===== config.mk =====
export PLATFORM = sky130hd
export DESIGN_NAME = sharpen_stream_ctrl
export DESIGN_NICKNAME = d
export VERILOG_FILES = /design/src/rtl/sharpen_stream_ctrl.sv
export SDC_FILE = /design/constraint.sdc
export NUM_CORES = 1
export LEC_CHECK = 0
export ABC_CLOCK_PERIOD_IN_PS = 7800
export CELL_PAD_IN_SITES_DETAIL_PLACEMENT = 0
export CELL_PAD_IN_SITES_GLOBAL_PLACEMENT = 1
export CORE_ASPECT_RATIO = 0.7
export CORE_UTILIZATION = 25
export CTS_CLUSTER_DIAMETER = 100
export DETAILED_ROUTE_END_ITERATION = 10
export HOLD_SLACK_MARGIN = 0.15
export PLACE_DENSITY = 0.49
export SYNTH_ARGS = -nofsm -noshare
export SYNTH_HDL_FRONTEND = slang
export SYNTH_SLANG_ARGS = --single-unit

===== constraint.sdc =====
create_clock -name clk -period 7.8 [get_ports clk]
set_input_delay 1.56 -clock clk [delete_from_list [all_inputs] [get_ports clk]]
set_output_delay 1.56 -clock clk [all_outputs]
set_load 0.01 [all_outputs]

===== src/rtl/sharpen_stream_ctrl.sv =====
// sharpen_stream_ctrl
// Frame-level flow controller in front of the 3x3 sharpen filter.
// It forwards pixels from an upstream valid/ready source to the filter's
// valid-only input. A new row is admitted only while a line-buffer credit is
// free, and the filter returns credits with f_line_done. The block also counts
// filter output pixels and pulses done when the frame has fully emerged.
//
// Ports:
//   clk, rst          clock, synchronous active-high reset
//   start             frame start pulse, honoured only in IDLE
//   s_pixel/s_valid   upstream pixel and valid
//   s_ready           pixel accepted this cycle (combinational)
//   f_pixel/f_valid   pixel and strobe to the filter (combinational)
//   f_line_done       filter freed one line buffer (credit return)
//   f_out_valid       filter produced one output pixel
//   busy              controller is not IDLE
//   done              one-cycle pulse at frame completion
//   credit_err        sticky: credit returned while credits were already full
module sharpen_stream_ctrl #(
  parameter int DATA_WIDTH = 8,
  parameter int IMG_WIDTH  = 512,
  parameter int IMG_HEIGHT = 512,
  parameter int NUM_LINES  = 4
) (
  input  logic                  clk,
  input  logic                  rst,
  input  logic                  start,
  input  logic [DATA_WIDTH-1:0] s_pixel,
  input  logic                  s_valid,
  output logic                  s_ready,
  output logic [DATA_WIDTH-1:0] f_pixel,
  output logic                  f_valid,
  input  logic                  f_line_done,
  input  logic                  f_out_valid,
  output logic                  busy,
  output logic                  done,
  output logic                  credit_err
);

  localparam int COL_W = $clog2(IMG_WIDTH);
  localparam int ROW_W = $clog2(IMG_HEIGHT + 1);
  localparam int CRD_W = $clog2(NUM_LINES + 1);
  localparam int OUT_W = $clog2(IMG_WIDTH * IMG_HEIGHT + 1);

  localparam logic [COL_W-1:0] COL_ZERO   = {COL_W{1'b0}};
  localparam logic [COL_W-1:0] COL_LAST   = COL_W'(IMG_WIDTH - 1);
  localparam logic [ROW_W-1:0] ROW_ZERO   = {ROW_W{1'b0}};
  localparam logic [ROW_W-1:0] ROW_LAST   = ROW_W'(IMG_HEIGHT - 1);
  localparam logic [ROW_W-1:0] ROW_PRIMED = ROW_W'(2);
  localparam logic [CRD_W-1:0] CRD_ZERO   = {CRD_W{1'b0}};
  localparam logic [CRD_W-1:0] CRD_ONE    = CRD_W'(1);
  localparam logic [CRD_W-1:0] CRD_MAX    = CRD_W'(NUM_LINES);
  localparam logic [OUT_W-1:0] OUT_ZERO   = {OUT_W{1'b0}};
  localparam logic [OUT_W-1:0] OUT_ONE    = OUT_W'(1);
  localparam logic [OUT_W-1:0] OUT_TARGET = OUT_W'((IMG_HEIGHT - 2) * IMG_WIDTH);

  typedef enum logic [2:0] {
    ST_IDLE  = 3'd0,
    ST_FILL  = 3'd1,
    ST_RUN   = 3'd2,
    ST_DRAIN = 3'd3,
    ST_DONE  = 3'd4
  } state_t;

  state_t            state_q, state_d;
  logic [COL_W-1:0]  col_q, col_d;
  logic [ROW_W-1:0]  row_q, row_d;
  logic [CRD_W-1:0]  credits_q, credits_d;
  logic [OUT_W-1:0]  out_cnt_q, out_cnt_d;
  logic              credit_err_q, credit_err_d;

  logic in_accept_s;
  logic accept_s;
  logic take_credit_s;
  logic row_end_s;
  logic frame_end_s;
  logic counting_s;

  // Handshake: a row may only start with a free credit; a started row never stalls.
  always_comb begin
    in_accept_s   = (state_q == ST_FILL) || (state_q == ST_RUN);
    s_ready       = in_accept_s && ((col_q != COL_ZERO) || (credits_q != CRD_ZERO));
    accept_s      = s_valid && s_ready;
    take_credit_s = accept_s && (col_q == COL_ZERO);
    row_end_s     = accept_s && (col_q == COL_LAST);
    frame_end_s   = row_end_s && (row_q == ROW_LAST);
    counting_s    = in_accept_s || (state_q == ST_DRAIN);
  end

  assign f_pixel    = s_pixel;
  assign f_valid    = accept_s;
  assign busy       = (state_q != ST_IDLE);
  assign done       = (state_q == ST_DONE);
  assign credit_err = credit_err_q;

  // Next-state computation for counters, credits and the frame FSM.
  always_comb begin
    state_d      = state_q;
    col_d        = col_q;
    row_d        = row_q;
    credits_d    = credits_q;
    out_cnt_d    = out_cnt_q;
    credit_err_d = credit_err_q;

    // Credits persist across frames; a simultaneous take and return cancel out.
    if (take_credit_s && !f_line_done) begin
      credits_d = credits_q - CRD_ONE;
    end else if (!take_credit_s && f_line_done) begin
      if (credits_q == CRD_MAX) begin
        credit_err_d = 1'b1;
      end else begin
        credits_d = credits_q + CRD_ONE;
      end
    end else begin
      credits_d = credits_q;
    end

    if ((state_q == ST_IDLE) && start) begin
      col_d     = COL_ZERO;
      row_d     = ROW_ZERO;
      out_cnt_d = OUT_ZERO;
    end else begin
      if (row_end_s) begin
        col_d = COL_ZERO;
        row_d = row_q + ROW_W'(1);
      end else if (accept_s) begin
        col_d = col_q + COL_W'(1);
      end else begin
        col_d = col_q;
      end
      // Saturate at the target so a malformed, over-long output burst cannot wrap.
      if (counting_s && f_out_valid && (out_cnt_q != OUT_TARGET)) begin
        out_cnt_d = out_cnt_q + OUT_ONE;
      end else begin
        out_cnt_d = out_cnt_q;
      end
    end

    case (state_q)
      ST_IDLE: begin
        if (start) begin
          state_d = ST_FILL;
        end else begin
          state_d = ST_IDLE;
        end
      end
      ST_FILL: begin
        // A 3-row frame finishes its input while still priming the window.
        if (frame_end_s) begin
          state_d = ST_DRAIN;
        end else if (row_end_s && (row_q == ROW_PRIMED)) begin
          state_d = ST_RUN;
        end else begin
          state_d = ST_FILL;
        end
      end
      ST_RUN: begin
        if (frame_end_s) begin
          state_d = ST_DRAIN;
        end else begin
          state_d = ST_RUN;
        end
      end
      ST_DRAIN: begin
        // Uses the updated count so done follows the final output pixel directly.
        if (out_cnt_d == OUT_TARGET) begin
          state_d = ST_DONE;
        end else begin
          state_d = ST_DRAIN;
        end
      end
      ST_DONE: begin
        state_d = ST_IDLE;
      end
      default: begin
        state_d = ST_IDLE;
      end
    endcase
  end

  // State register with synchronous reset.
  always_ff @(posedge clk) begin
    if (rst) begin
      state_q      <= ST_IDLE;
      col_q        <= COL_ZERO;
      row_q        <= ROW_ZERO;
      credits_q    <= CRD_MAX;
      out_cnt_q    <= OUT_ZERO;
      credit_err_q <= 1'b0;
    end else begin
      state_q      <= state_d;
      col_q        <= col_d;
      row_q        <= row_d;
      credits_q    <= credits_d;
      out_cnt_q    <= out_cnt_d;
      credit_err_q <= credit_err_d;
    end
  end

endmodule


==> run summary <==
The worst setup path is captured at a primary output. For the final database, setup skew stands at 7.283 ps. The net count of the mapped netlist was 357.

Combined area of all synthesized cells: 0.002676 mm^2. The tools report the standby leakage power as 0.9498 nW. The fraction of final layout cells sized beyond drive strength 1 was 0.05810; the post-detailed-placement half-perimeter wirelength was 4538 um.

Synthesis inferred 45 register bits. The max-slew violation total from the final report is 0. The number of standard cells in the final layout excluding fillers is 459. The class of the most critical setup path was in -> out.

Hold is met by 494.3 ps. The finished cells cover 0.002965 mm^2. The filler cells instantiated in the layout total 1147. Overall routed net length: 6152 um. The mean routed wirelength per cell is 13.40 um, and the power density relative to cell area is 165.1 mW/mm^2. The logs give 0 for the post-cts resize count and 0 for the hold-fix buffer count after cts.

The logs give 0.1173 for the global-route total usage across every layer and 2 for the level count of the clock H-tree. Setup violations remaining at the end of the flow were counted as 0. The final layout contains 350 nets.

The run gives 0.3366 as the fraction of the yosys area taken by sequential cells. The final reports fail on DRC. The worst relative slew slack was 0.5896.

The count of endpoints failing hold in the final timing report is 0. The die outline width was 125.7 um; the number of global-route vias before repair was 1876. The final period utilization is 0.5912, and the initial cell density of the core is 0.2575. The total negative slack was 0 ps; the area of placed instances was 0.002808 mm^2.

IR analysis of the VDD net gives a maximum drop of 0.07280 mV. Setup repair after global routing left no endpoint under its margin. Kind of start point of the critical path: an input pin. Entering global routing, the biggest net connects 30 pins. STA puts the critical path data required time at 6240 ps.

The tools report the fraction of the core area covered by cells at the end of the flow as 0.2853. Registers take 900.9 um^2. At the placement stage, the worst setup path has a slack of 3189 ps.

Buffers placed on the I/O ports in this run total 10. For this design the top-level I/O count stands at 27. In this run the clock root is driven by a sky130_fd_sc_hd__clkbuf_16.

The count of nets left with antenna violations once routing finished came out at 0. The flow ran to the end, but the final reports show violations. sky130_fd_sc_hd__dfxtp_1 takes more of the synthesized area than any other cell. The tightest min-delay check is of the reg -> reg type. The die outline area was 0.01113 mm^2; the first-pass GRT wire length was 9942 um. The floorplan has 31 rows. Setup slack closes at 3189 ps. The placer's final routability congestion estimate was 0.7381. Ranked by total cell area, the synthesized netlist is headed by sky130_fd_sc_hd__dfxtp_1 34%, sky130_fd_sc_hd__nor2_1 6.9%, sky130_fd_sc_hd__xor2_1 5.6%. Derived from the worst setup path, the maximum achievable clock frequency is 216.9 MHz. The total overflow left after global routing is 0. The repair_antennas step left the layout with diodes totalling 0.

During synthesis, Yosys emitted a total of 0 warnings. Top cell type's share of synthesized area: 0.3366. The logs give 290 ps for the clock network latency to the later pin of the worst-skew pair and 333 for the post-synthesis cell count. Signed area change from the synthesized netlist to the final layout: 10.80%. Counting tap cells, the placed design contains a total of 451 instances.

After layout, the design draws a total of 0.4897 mW. In this run the worst path has a maximum fanout of 11. The tools report the number of antenna violations at the first check in global routing as 0.

TritonCTS built the clock tree. Once the clock tree was built, the setup fixing pass inserted 0 buffers. For the pin with the worst max-slew slack, the measured transition is 607.0 ps. The post-layout minimum cycle time was 4611 ps; the number of maximum-capacitance violations was 0. The multi-input combinational cells in the finished layout cover a total of 0.001574 mm^2.

After clock tree synthesis, the clock-pin slew on the worst setup and hold paths is 70 ps. Via count: 2147. The number of detailed-route iterations in the first pass was 9; the DRC violation count after routing was 1. The total number of clock tree sinks was 45; the average footprint of a synthesized cell was 8.037 um^2. In this run, the number of DRC markers left after iteration 0 of detailed routing was 152. For the placeable core region, the log shows 0.01040 mm^2. In the routed layout, each cell is associated on average with a via count of 4.678. The die span in y works out to 88.57 um. The tools report the maximum buffer depth of the clock tree as 2. Yosys mapped the design onto 51 distinct sky130hd cell types. The tools report the number of buffers added by the clock tree synthesis step as 5.

Data on the critical path arrives at its endpoint at 3050 ps.
## cells in the mapped netlist (all sizes together)
| cell | count |
|---|---|
| o21ai | 11 |
| a31o | 1 |
| xnor2 | 17 |
| and3 | 7 |
| xor2 | 17 |
| nand2b | 3 |
| a21oi | 15 |
| nand4b | 2 |
| nor3 | 12 |
| nand2 | 20 |
| clkbuf | 9 |
| nor3b | 2 |
| nor2 | 49 |
| nand3 | 16 |
| o311ai | 1 |
| nor4b | 2 |
| a221oi | 1 |
| nand4 | 12 |
| or3 | 12 |
| o221ai | 1 |
| a41o | 1 |
| a21boi | 1 |
| nor2b | 3 |
| nor4 | 8 |
| a31oi | 2 |
| a311oi | 1 |
| inv | 16 |
| ha | 9 |
| or2 | 2 |
| mux2i | 1 |
| a211o | 2 |
| o21a | 2 |
| o22ai | 1 |
| buf | 16 |
| o31ai | 3 |
| fa | 1 |
| and4 | 3 |
| o211ai | 1 |
| and2 | 4 |
| a2111oi | 1 |
| dfxtp | 45 |
## layout make-up
type / instances / area share
clock inverter: 1 / 0.001688
multi-input combinational: 247 / 0.5308
tap: 132 / 0.05570
sequential: 45 / 0.3038
clock buffer: 7 / 0.05148
timing repair buffer: 11 / 0.03629
inverter: 16 / 0.02025
## worst paths after layout
path	from	to	slack [ps]	cells past startpoint
max	s_valid	f_valid	3190	3
min	credit_err	credit_err	490	2
max reg2reg	col_q[0]	credits_q[2]	4840	12
min reg2reg	credit_err	credit_err	490	2
## state kept, by name, summed over array words and instances, names as in the netlist
register / flops
out_cnt_q: 19
row_q: 10
col_q: 9
credit_err: 1
state_q: 3
credits_q: 3
## critical path, cell delays in order
cell	delay, ps
sky130_fd_sc_hd__clkdlybuf4s50_1	510
sky130_fd_sc_hd__and2_1	370
sky130_fd_sc_hd__clkdlybuf4s50_1	610
## cells by family after synthesis
logic type	share of synthesized area
buffers and inverters	0.07667
AO/OA/AOI/OAI	0.1117
flip-flops	0.3366
adder cells (fa/ha/maj)	0.04956
AND/OR/NAND/NOR	0.3076
XOR/XNOR	0.1141
multiplexers	0.003740
## cells in the final DEF (no fill, tap or decap), types with 9 or more instances in the layout
cell type and instances:
sky130_fd_sc_hd__dfxtp_1 45, sky130_fd_sc_hd__nand3_1 15, sky130_fd_sc_hd__ha_1 9, sky130_fd_sc_hd__xor2_1 17, sky130_fd_sc_hd__inv_1 16, sky130_fd_sc_hd__a21oi_1 15
sky130_fd_sc_hd__nand2_1 20, sky130_fd_sc_hd__nor2_1 49, sky130_fd_sc_hd__or3_1 12, sky130_fd_sc_hd__xnor2_1 16, sky130_fd_sc_hd__clkdlybuf4s50_1 10, sky130_fd_sc_hd__nor3_1 10
sky130_fd_sc_hd__nand4_1 12
## power by group
part           internal, mW  switching, mW
clock network         0.136         0.0896
logic                0.0127         0.0174
registers             0.232        0.00259
total                 0.380          0.110
## per-layer routing
layer  vias to the layer above  GRT usage  routed length, um
li1                       1135          -                  -
met5                         -          0                  0
met2                        24     0.1556               2279
met3                         5    0.02902                148
met4                         0    0.03104                 62
met1                       983     0.1818               3662
(Power assumes the default switching activity.)
